File: config.mk
export PLATFORM = sky130hd
export DESIGN_NAME = cmac_tx_gate_flat
export DESIGN_NICKNAME = d
export VERILOG_FILES = /design/src/rtl/cmac_tx_gate_if.sv /design/src/rtl/cmac_tx_gate.sv /design/src/flat_wrapper.sv
export SDC_FILE = /design/constraint.sdc
export NUM_CORES = 1
export LEC_CHECK = 0
export CAP_MARGIN = 20
export CORE_AREA = 2 2 484 486
export CTS_CLUSTER_DIAMETER = 30
export CTS_CLUSTER_SIZE = 40
export DETAILED_ROUTE_END_ITERATION = 10
export DIE_AREA = 0 0 486 488
export PLACE_DENSITY = 0.3
export SYNTH_ARGS = -nofsm -noshare
export SYNTH_HDL_FRONTEND = slang
export SYNTH_SLANG_ARGS = --single-unit
File: constraint.sdc
create_clock -name i_tx_clk -period 36.9 [get_ports i_tx_clk]
set_input_delay 11.07 -clock i_tx_clk [delete_from_list [all_inputs] [get_ports i_tx_clk]]
set_output_delay 11.07 -clock i_tx_clk [all_outputs]
set_load 0.03 [all_outputs]
File: src/rtl/cmac_tx_gate_if.sv
// rtl/cmac_tx_gate_if.sv - AXI-Stream style bundle shared by the user and CMAC sides of the tx gate
// The slave view omits tuser because the user stream carries no error marking.
interface cmac_tx_gate_if #(
  parameter int DATA_W = 512
);
  logic [DATA_W-1:0]   tdata;
  logic [DATA_W/8-1:0] tkeep;
  logic                tlast;
  logic                tuser;
  logic                tvalid;
  logic                tready;

  modport master (output tdata, tkeep, tlast, tuser, tvalid, input tready);
  modport slave  (input tdata, tkeep, tlast, tvalid, output tready);
endinterface

File: src/rtl/cmac_tx_gate.sv
// rtl/cmac_tx_gate.sv - packet-aware gate in front of CMAC axis_tx, driven by PCS alignment
// Forwards whole packets only while alignment is stable; a mid-packet loss closes the frame with an error beat.
module cmac_tx_gate #(
  parameter int DATA_W         = 512,
  parameter int SYNC_FF        = 3,
  parameter int LINK_SETTLE    = 1024,
  parameter int DROP_WHEN_DOWN = 1
) (
  input  logic                  i_tx_clk,
  input  logic                  i_tx_reset_in,
  input  logic                  i_link_aligned,
  cmac_tx_gate_if.slave         s_axis,
  cmac_tx_gate_if.master        m_axis,
  output logic                  o_link_ready,
  output logic [31:0]           o_pkt_sent_count,
  output logic [31:0]           o_pkt_abort_count,
  output logic [31:0]           o_pkt_drop_count
);

  localparam int KEEP_W = DATA_W / 8;
  localparam int CNT_W  = (LINK_SETTLE < 2) ? 1 : $clog2(LINK_SETTLE + 1);
  localparam logic [CNT_W-1:0] SETTLE_LOAD = CNT_W'(LINK_SETTLE);
  localparam logic DROP_RDY = (DROP_WHEN_DOWN != 0);

  typedef enum logic [2:0] {
    ST_DOWN, ST_SETTLE, ST_IDLE, ST_PKT, ST_ABORT, ST_DISCARD
  } state_t;

  state_t              r_state, w_state_nxt;
  logic [SYNC_FF-1:0]  r_sync;
  logic [CNT_W-1:0]    r_settle;
  logic                r_in_pkt;
  logic [DATA_W-1:0]   r_m_tdata;
  logic [KEEP_W-1:0]   r_m_tkeep;
  logic                r_m_tlast, r_m_tuser, r_m_tvalid;
  logic [31:0]         r_sent, r_abort, r_drop;

  logic w_sl, w_slot_free, w_s_tready, w_accept, w_in_pkt_nxt;
  logic w_fwd, w_abort_load, w_settle_load, w_discard;

  assign w_sl         = r_sync[SYNC_FF-1];
  assign w_slot_free  = !r_m_tvalid || m_axis.tready;
  assign w_accept     = s_axis.tvalid && w_s_tready;
  assign w_in_pkt_nxt = w_accept ? !s_axis.tlast : r_in_pkt;

  always_ff @(posedge i_tx_clk or posedge i_tx_reset_in) begin
    if (i_tx_reset_in) r_sync <= '0;
    else               r_sync <= {r_sync[SYNC_FF-2:0], i_link_aligned};
  end

  // Ready is held low through reset so nothing is accepted before DOWN is established.
  always_comb begin
    w_s_tready = 1'b0;
    if (!i_tx_reset_in) begin
      case (r_state)
        ST_DOWN, ST_SETTLE: w_s_tready = DROP_RDY;
        ST_IDLE, ST_PKT:    w_s_tready = w_sl && w_slot_free;
        ST_DISCARD:         w_s_tready = 1'b1;
        default:            w_s_tready = 1'b0;
      endcase
    end
  end

  always_comb begin
    w_state_nxt   = r_state;
    w_fwd         = 1'b0;
    w_abort_load  = 1'b0;
    w_settle_load = 1'b0;
    w_discard     = 1'b0;
    case (r_state)
      ST_DOWN: begin
        w_discard = 1'b1;
        if (w_sl) begin
          w_state_nxt   = ST_SETTLE;
          w_settle_load = 1'b1;
        end
      end
      ST_SETTLE: begin
        w_discard = 1'b1;
        if (!w_sl) w_state_nxt = ST_DOWN;
        else if (r_settle == '0 && !w_in_pkt_nxt) w_state_nxt = ST_IDLE;
      end
      ST_IDLE: begin
        if (!w_sl) w_state_nxt = ST_DOWN;
        else if (w_accept) begin
          w_fwd = 1'b1;
          if (!s_axis.tlast) w_state_nxt = ST_PKT;
        end
      end
      ST_PKT: begin
        if (!w_sl) w_state_nxt = ST_ABORT;
        else if (w_accept) begin
          w_fwd = 1'b1;
          if (s_axis.tlast) w_state_nxt = ST_IDLE;
        end
      end
      ST_ABORT: begin
        if (w_slot_free) begin
          w_abort_load = 1'b1;
          w_state_nxt  = ST_DISCARD;
        end
      end
      ST_DISCARD: begin
        w_discard = 1'b1;
        if (w_accept && s_axis.tlast) w_state_nxt = ST_DOWN;
      end
      default: w_state_nxt = ST_DOWN;
    endcase
  end

  always_ff @(posedge i_tx_clk or posedge i_tx_reset_in) begin
    if (i_tx_reset_in) begin
      r_state  <= ST_DOWN;
      r_settle <= '0;
      r_in_pkt <= 1'b0;
    end else begin
      r_state  <= w_state_nxt;
      r_in_pkt <= w_in_pkt_nxt;
      if (w_settle_load) r_settle <= SETTLE_LOAD;
      else if (r_state == ST_SETTLE && w_sl && r_settle != '0) r_settle <= r_settle - 1'b1;
    end
  end

  // Output register only changes on a load or a completed handshake, so it holds steady while stalled.
  always_ff @(posedge i_tx_clk or posedge i_tx_reset_in) begin
    if (i_tx_reset_in) begin
      r_m_tdata  <= '0;
      r_m_tkeep  <= '0;
      r_m_tlast  <= 1'b0;
      r_m_tuser  <= 1'b0;
      r_m_tvalid <= 1'b0;
    end else if (w_fwd) begin
      r_m_tdata  <= s_axis.tdata;
      r_m_tkeep  <= s_axis.tkeep;
      r_m_tlast  <= s_axis.tlast;
      r_m_tuser  <= 1'b0;
      r_m_tvalid <= 1'b1;
    end else if (w_abort_load) begin
      r_m_tdata  <= '0;
      r_m_tkeep  <= '1;
      r_m_tlast  <= 1'b1;
      r_m_tuser  <= 1'b1;
      r_m_tvalid <= 1'b1;
    end else if (m_axis.tready) begin
      r_m_tvalid <= 1'b0;
    end
  end

  always_ff @(posedge i_tx_clk or posedge i_tx_reset_in) begin
    if (i_tx_reset_in) begin
      r_sent  <= '0;
      r_abort <= '0;
      r_drop  <= '0;
    end else begin
      if (r_m_tvalid && m_axis.tready && r_m_tlast && !r_m_tuser) r_sent <= r_sent + 32'd1;
      if (w_abort_load) r_abort <= r_abort + 32'd1;
      if (w_accept && s_axis.tlast && w_discard) r_drop <= r_drop + 32'd1;
    end
  end

  assign s_axis.tready     = w_s_tready;
  assign m_axis.tdata      = r_m_tdata;
  assign m_axis.tkeep      = r_m_tkeep;
  assign m_axis.tlast      = r_m_tlast;
  assign m_axis.tuser      = r_m_tuser;
  assign m_axis.tvalid     = r_m_tvalid;
  assign o_link_ready      = (r_state == ST_IDLE) || (r_state == ST_PKT);
  assign o_pkt_sent_count  = r_sent;
  assign o_pkt_abort_count = r_abort;
  assign o_pkt_drop_count  = r_drop;

endmodule

File: src/flat_wrapper.sv
// flat-port wrapper written by rule: the top's interface ports become plain ports
module cmac_tx_gate_flat 
#(
  parameter int DATA_W         = 512,
  parameter int SYNC_FF        = 3,
  parameter int LINK_SETTLE    = 1024,
  parameter int DROP_WHEN_DOWN = 1
)
  (i_tx_clk, i_tx_reset_in, i_link_aligned, o_link_ready, o_pkt_sent_count, o_pkt_abort_count, o_pkt_drop_count, s_axis_tdata, s_axis_tkeep, s_axis_tlast, s_axis_tvalid, s_axis_tready, m_axis_tdata, m_axis_tkeep, m_axis_tlast, m_axis_tuser, m_axis_tvalid, m_axis_tready);
  cmac_tx_gate_if #(.DATA_W(DATA_W)) s_axis_i ();
  cmac_tx_gate_if #(.DATA_W(DATA_W)) m_axis_i ();
  input  logic i_tx_clk;
  input  logic i_tx_reset_in;
  input  logic i_link_aligned;
  output logic o_link_ready;
  output logic [31:0] o_pkt_sent_count;
  output logic [31:0] o_pkt_abort_count;
  output logic [31:0] o_pkt_drop_count;
  input wire logic [$bits(s_axis_i.tdata)-1:0] s_axis_tdata;
  input wire logic [$bits(s_axis_i.tkeep)-1:0] s_axis_tkeep;
  input wire logic [$bits(s_axis_i.tlast)-1:0] s_axis_tlast;
  input wire logic [$bits(s_axis_i.tvalid)-1:0] s_axis_tvalid;
  output wire logic [$bits(s_axis_i.tready)-1:0] s_axis_tready;
  output wire logic [$bits(m_axis_i.tdata)-1:0] m_axis_tdata;
  output wire logic [$bits(m_axis_i.tkeep)-1:0] m_axis_tkeep;
  output wire logic [$bits(m_axis_i.tlast)-1:0] m_axis_tlast;
  output wire logic [$bits(m_axis_i.tuser)-1:0] m_axis_tuser;
  output wire logic [$bits(m_axis_i.tvalid)-1:0] m_axis_tvalid;
  input wire logic [$bits(m_axis_i.tready)-1:0] m_axis_tready;
  assign s_axis_i.tdata = s_axis_tdata;
  assign s_axis_i.tkeep = s_axis_tkeep;
  assign s_axis_i.tlast = s_axis_tlast;
  assign s_axis_i.tvalid = s_axis_tvalid;
  assign s_axis_tready = s_axis_i.tready;
  assign m_axis_tdata = m_axis_i.tdata;
  assign m_axis_tkeep = m_axis_i.tkeep;
  assign m_axis_tlast = m_axis_i.tlast;
  assign m_axis_tuser = m_axis_i.tuser;
  assign m_axis_tvalid = m_axis_i.tvalid;
  assign m_axis_i.tready = m_axis_tready;
  cmac_tx_gate #(.DATA_W(DATA_W), .SYNC_FF(SYNC_FF), .LINK_SETTLE(LINK_SETTLE), .DROP_WHEN_DOWN(DROP_WHEN_DOWN)) u_core (.i_tx_clk(i_tx_clk), .i_tx_reset_in(i_tx_reset_in), .i_link_aligned(i_link_aligned), .s_axis(s_axis_i), .m_axis(m_axis_i), .o_link_ready(o_link_ready), .o_pkt_sent_count(o_pkt_sent_count), .o_pkt_abort_count(o_pkt_abort_count), .o_pkt_drop_count(o_pkt_drop_count));
endmodule
==> metrics <==
CP Max Fanout 7; full die area 0.237 mm^2; final-layout fill cell count 25200; Worst Setup End Kind output port; run status complete, no violations; Final GP Congestion 0.798; total gr overflow 0; post-CTS setup buffers 0; Worst Hold Slack 0.338 ns; Final Skew 0.0841 ns; Syn Nets 3580; clk slew on worst S/H paths 0.04 ns; Netlist Area Pre-Place 0.0281 mm^2; Max Freq 0.0402 GHz; 1st-iter DRT viols 1282; post-synthesis mux area share 0.116%; Port Buffers 1258; clk sink count 693; layout cells sized above 1 10.4%; vias in the first global route 28500; final hold vios 0; I/O Pins 1259; sequential area share after synthesis 61.8%; Clock Tree Root clkbuf_16; Synth Area in Simple Gates 19.9%; Hold Path Class register to register; Detail Route Antenna Nets 0; xor/xnor share of the synthesized area 3.15%; period utilization 67.4%; worst slew pin tran 1.06 ns; RSZ-0062 raised after global routing false; clk_lat worst skew 0.90 ns; Storage cell area 0.0173 mm^2; sequential share of power 23.6%; Pleak 0.0215 uW; initial antenna violation count 76; largest net degree at the start of global routing 179; Overall Global Routing Usage 13.8%; Post-synth ARST share 100%; Internal Power 3430 uW; htree depth 5; vias per cell 3.53; hold_buf cts 0; area of the multi-input gates 0.00960 mm^2; clock power share 41.3%; max-cap viol count 0; first drt pass iteration count 5; Arr. time, crit path 13.81 ns; DRC errors left 0; final net count 4967; Distinct cells, synth 57; combinational power share 35.1%; total number of vias 27000; Area Growth Syn to Fin 88.9%; first-pass GRT wire length 231 mm; WHS Path Cells 0; WP data required 25.83 ns; Syn Inst Count 2993; Final Critical Period 24.88 ns; largest family of logic cells by synthesized area simple AND/OR/NAND/NOR gates; clock buffer depth 4; Setup Crit Path Kind input port to output port; Synth area leader dfrtp_1; fin. max-slew vios 0; post-synthesis area per instance 9.37 um^2; peak supply drop 0.0415 mV; sw frac 37.3%; Setup crit start kind input port; Die W 486 um; core area 0.232 mm^2; Cell Rows 177; Synth Area in Compound Gates 10.8%; HPWL Detailed 127 mm; Synth Area in Adders 0.223%; worst r2r path cells 10; final WL 168 mm; Num CTS Buffers 295; Initial Utilization 12.1%; PD cells 103 mW/mm^2; post_cts resized 0; NetSw 2030 uW; Post-synth EDFFs 0; Yosys warnings 0; Synth area leaders dfrtp_1 62%, nand2_1 15%, o21ai_0 7.7%; top_reg_cell synth dfrtp_1; CTS tree yes; setup TNS 0 ns; Yosys top cell area share 61.8%; die height 488 um; Final Setup Violations 0; relative slew slack 29.1%; register bit count reported by yosys 693; WL/cell 22.0 um
-- registers in the layout, summed over array words and instances, names as in the netlist --
register and flops:
u_core.r_sync 3, u_core.m_axis.tkeep 64, u_core.m_axis.tlast 1, u_core.o_pkt_sent_count 32
u_core.r_in_pkt 1, u_core.m_axis.tuser 1, u_core.o_pkt_drop_count 32, u_core.m_axis.tvalid 1
u_core.m_axis.tdata 512, u_core.r_settle 11, u_core.o_pkt_abort_count 32, u_core.r_state 3
-- cell usage in the layout, fill, tap and decap left out, types with 3 or more instances in the layout --
master,netlist,layout
a21o_1,3,3
and2_1,3,3
and3_1,11,11
and4_1,9,9
buf_12,0,3
buf_4,49,29
clkbuf_1,108,79
clkbuf_16,0,302
clkbuf_8,0,80
clkdlybuf4s50_1,0,1258
clkinv_2,0,31
dfrtp_1,693,693
diode_2,0,18
ha_1,5,5
inv_1,12,11
inv_6,0,5
nand2_1,1135,1135
nand3_1,42,42
nand4_1,27,27
nor2_1,108,108
nor2b_1,5,5
nor3_1,14,14
nor3_4,2,3
o21ai_0,431,431
o21ai_1,149,149
or3_1,4,3
xnor2_1,65,65
xor2_1,36,36
-- final timing paths --
check | from | end | slack (ns)
worst min-delay path | u_core.r_sync[1]$_DFF_PP0_ | u_core.r_sync[2]$_DFF_PP0_ | 0.34
worst max register to register | u_core.r_state[0]$_DFFE_PP0P_ | u_core.m_axis.tdata[75]$_DFFE_PP0P_ | 30.41
max in group asynchronous | i_tx_reset_in | u_core.m_axis.tdata[86]$_DFFE_PP0P_ | 21.60
worst min register to register | u_core.r_sync[1]$_DFF_PP0_ | u_core.r_sync[2]$_DFF_PP0_ | 0.34
min in group asynchronous | i_tx_reset_in | u_core.m_axis.tdata[453]$_DFFE_PP0P_ | 10.92
worst max-delay path | m_axis_tready | s_axis_tready | 12.02
-- synthesized netlist by cell type, types with 2 or more instances --
cell type  instances
and2_1             3
nand3_1           42
nand4_1           27
buf_4             49
a31oi_1            2
or3_1              4
o21ai_1          149
nor3_2             2
a21o_1             3
mux2_2             2
nor3_1            14
or4_1              2
nand2_1         1135
nor2_1           108
xnor2_1           65
buf_6             15
nor3b_2            2
nor3_4             2
a21oi_1            2
xor2_1            36
inv_1             12
dfrtp_1          693
o21ai_0          431
ha_1               5
nor2b_1            5
clkbuf_2          16
nor4_1             2
and4_1             9
clkbuf_1         108
buf_2             11
and3_1            11
-- cell families (layout without fill, tap and decap cells) --
kind of cell,after synthesis,in the layout
AND/OR/NAND/NOR,1382,1382
AO/OA/AOI/OAI,597,597
other,0,18
buffers and inverters,212,1804
XOR/XNOR,101,101
multiplexers,3,3
adder cells (fa/ha/maj),5,5
flip-flops,693,693
-- final cells by class --
type,instances,share of cell area [%]
Tap cell,3043,7.18
Clock inverter,41,0.607
Timing Repair Buffer,1290,24.3
Multi-Input combinational cell,2088,18.1
Inverter,12,0.0992
Antenna cell,18,0.0850
Clock buffer,461,16.9
Sequential cell,693,32.7
-- worst max-delay path: stages --
cell,delay [ns]
clkdlybuf4s50_1,0.50
nor2b_1,0.08
buf_4,0.19
o21a_1,0.27
nor3_1,0.86
clkdlybuf4s50_1,0.84
-- power by group through the flow --
stage          clock [uW]  sequential [uW]  combinational, uW
6_report             2260             1290               1910
5_1_grt              2370             1340               2040
4_1_cts              2320             1300               1960
3_5_place_dp            0             1300               1950
3_3_place_gp            0             1290               1970
2_1_floorplan           0             1880                329
-- per-stage QoR --
stage | util [%] | power (uW) | instance area, um^2 | cells | worst slack, ns
final | 22.9 | 5460 | 53000 | 7646 | 12.02
after global routing | 22.8 | 5760 | 53000 | 7629 | 11.99
after CTS | 22.8 | 5580 | 53000 | 7628 | 11.98
after detailed placement | 18.8 | 3250 | 43700 | 7126 | 11.98
after global placement | 18.8 | 3250 | 43700 | 7126 | 12.02
after floorplan | - | 2210 | 28100 | 2993 | 6.40
-- per-layer routing --
layer	track usage, %	up-vias	wire length (um)
li1	-	12700	-
met1	14.4	12700	61400
met2	23.4	1244	82100
met3	7.92	330	20400
met4	3.79	38	3900
met5	0	-	247
No activity file was read; power rests on OpenSTA's default activity.
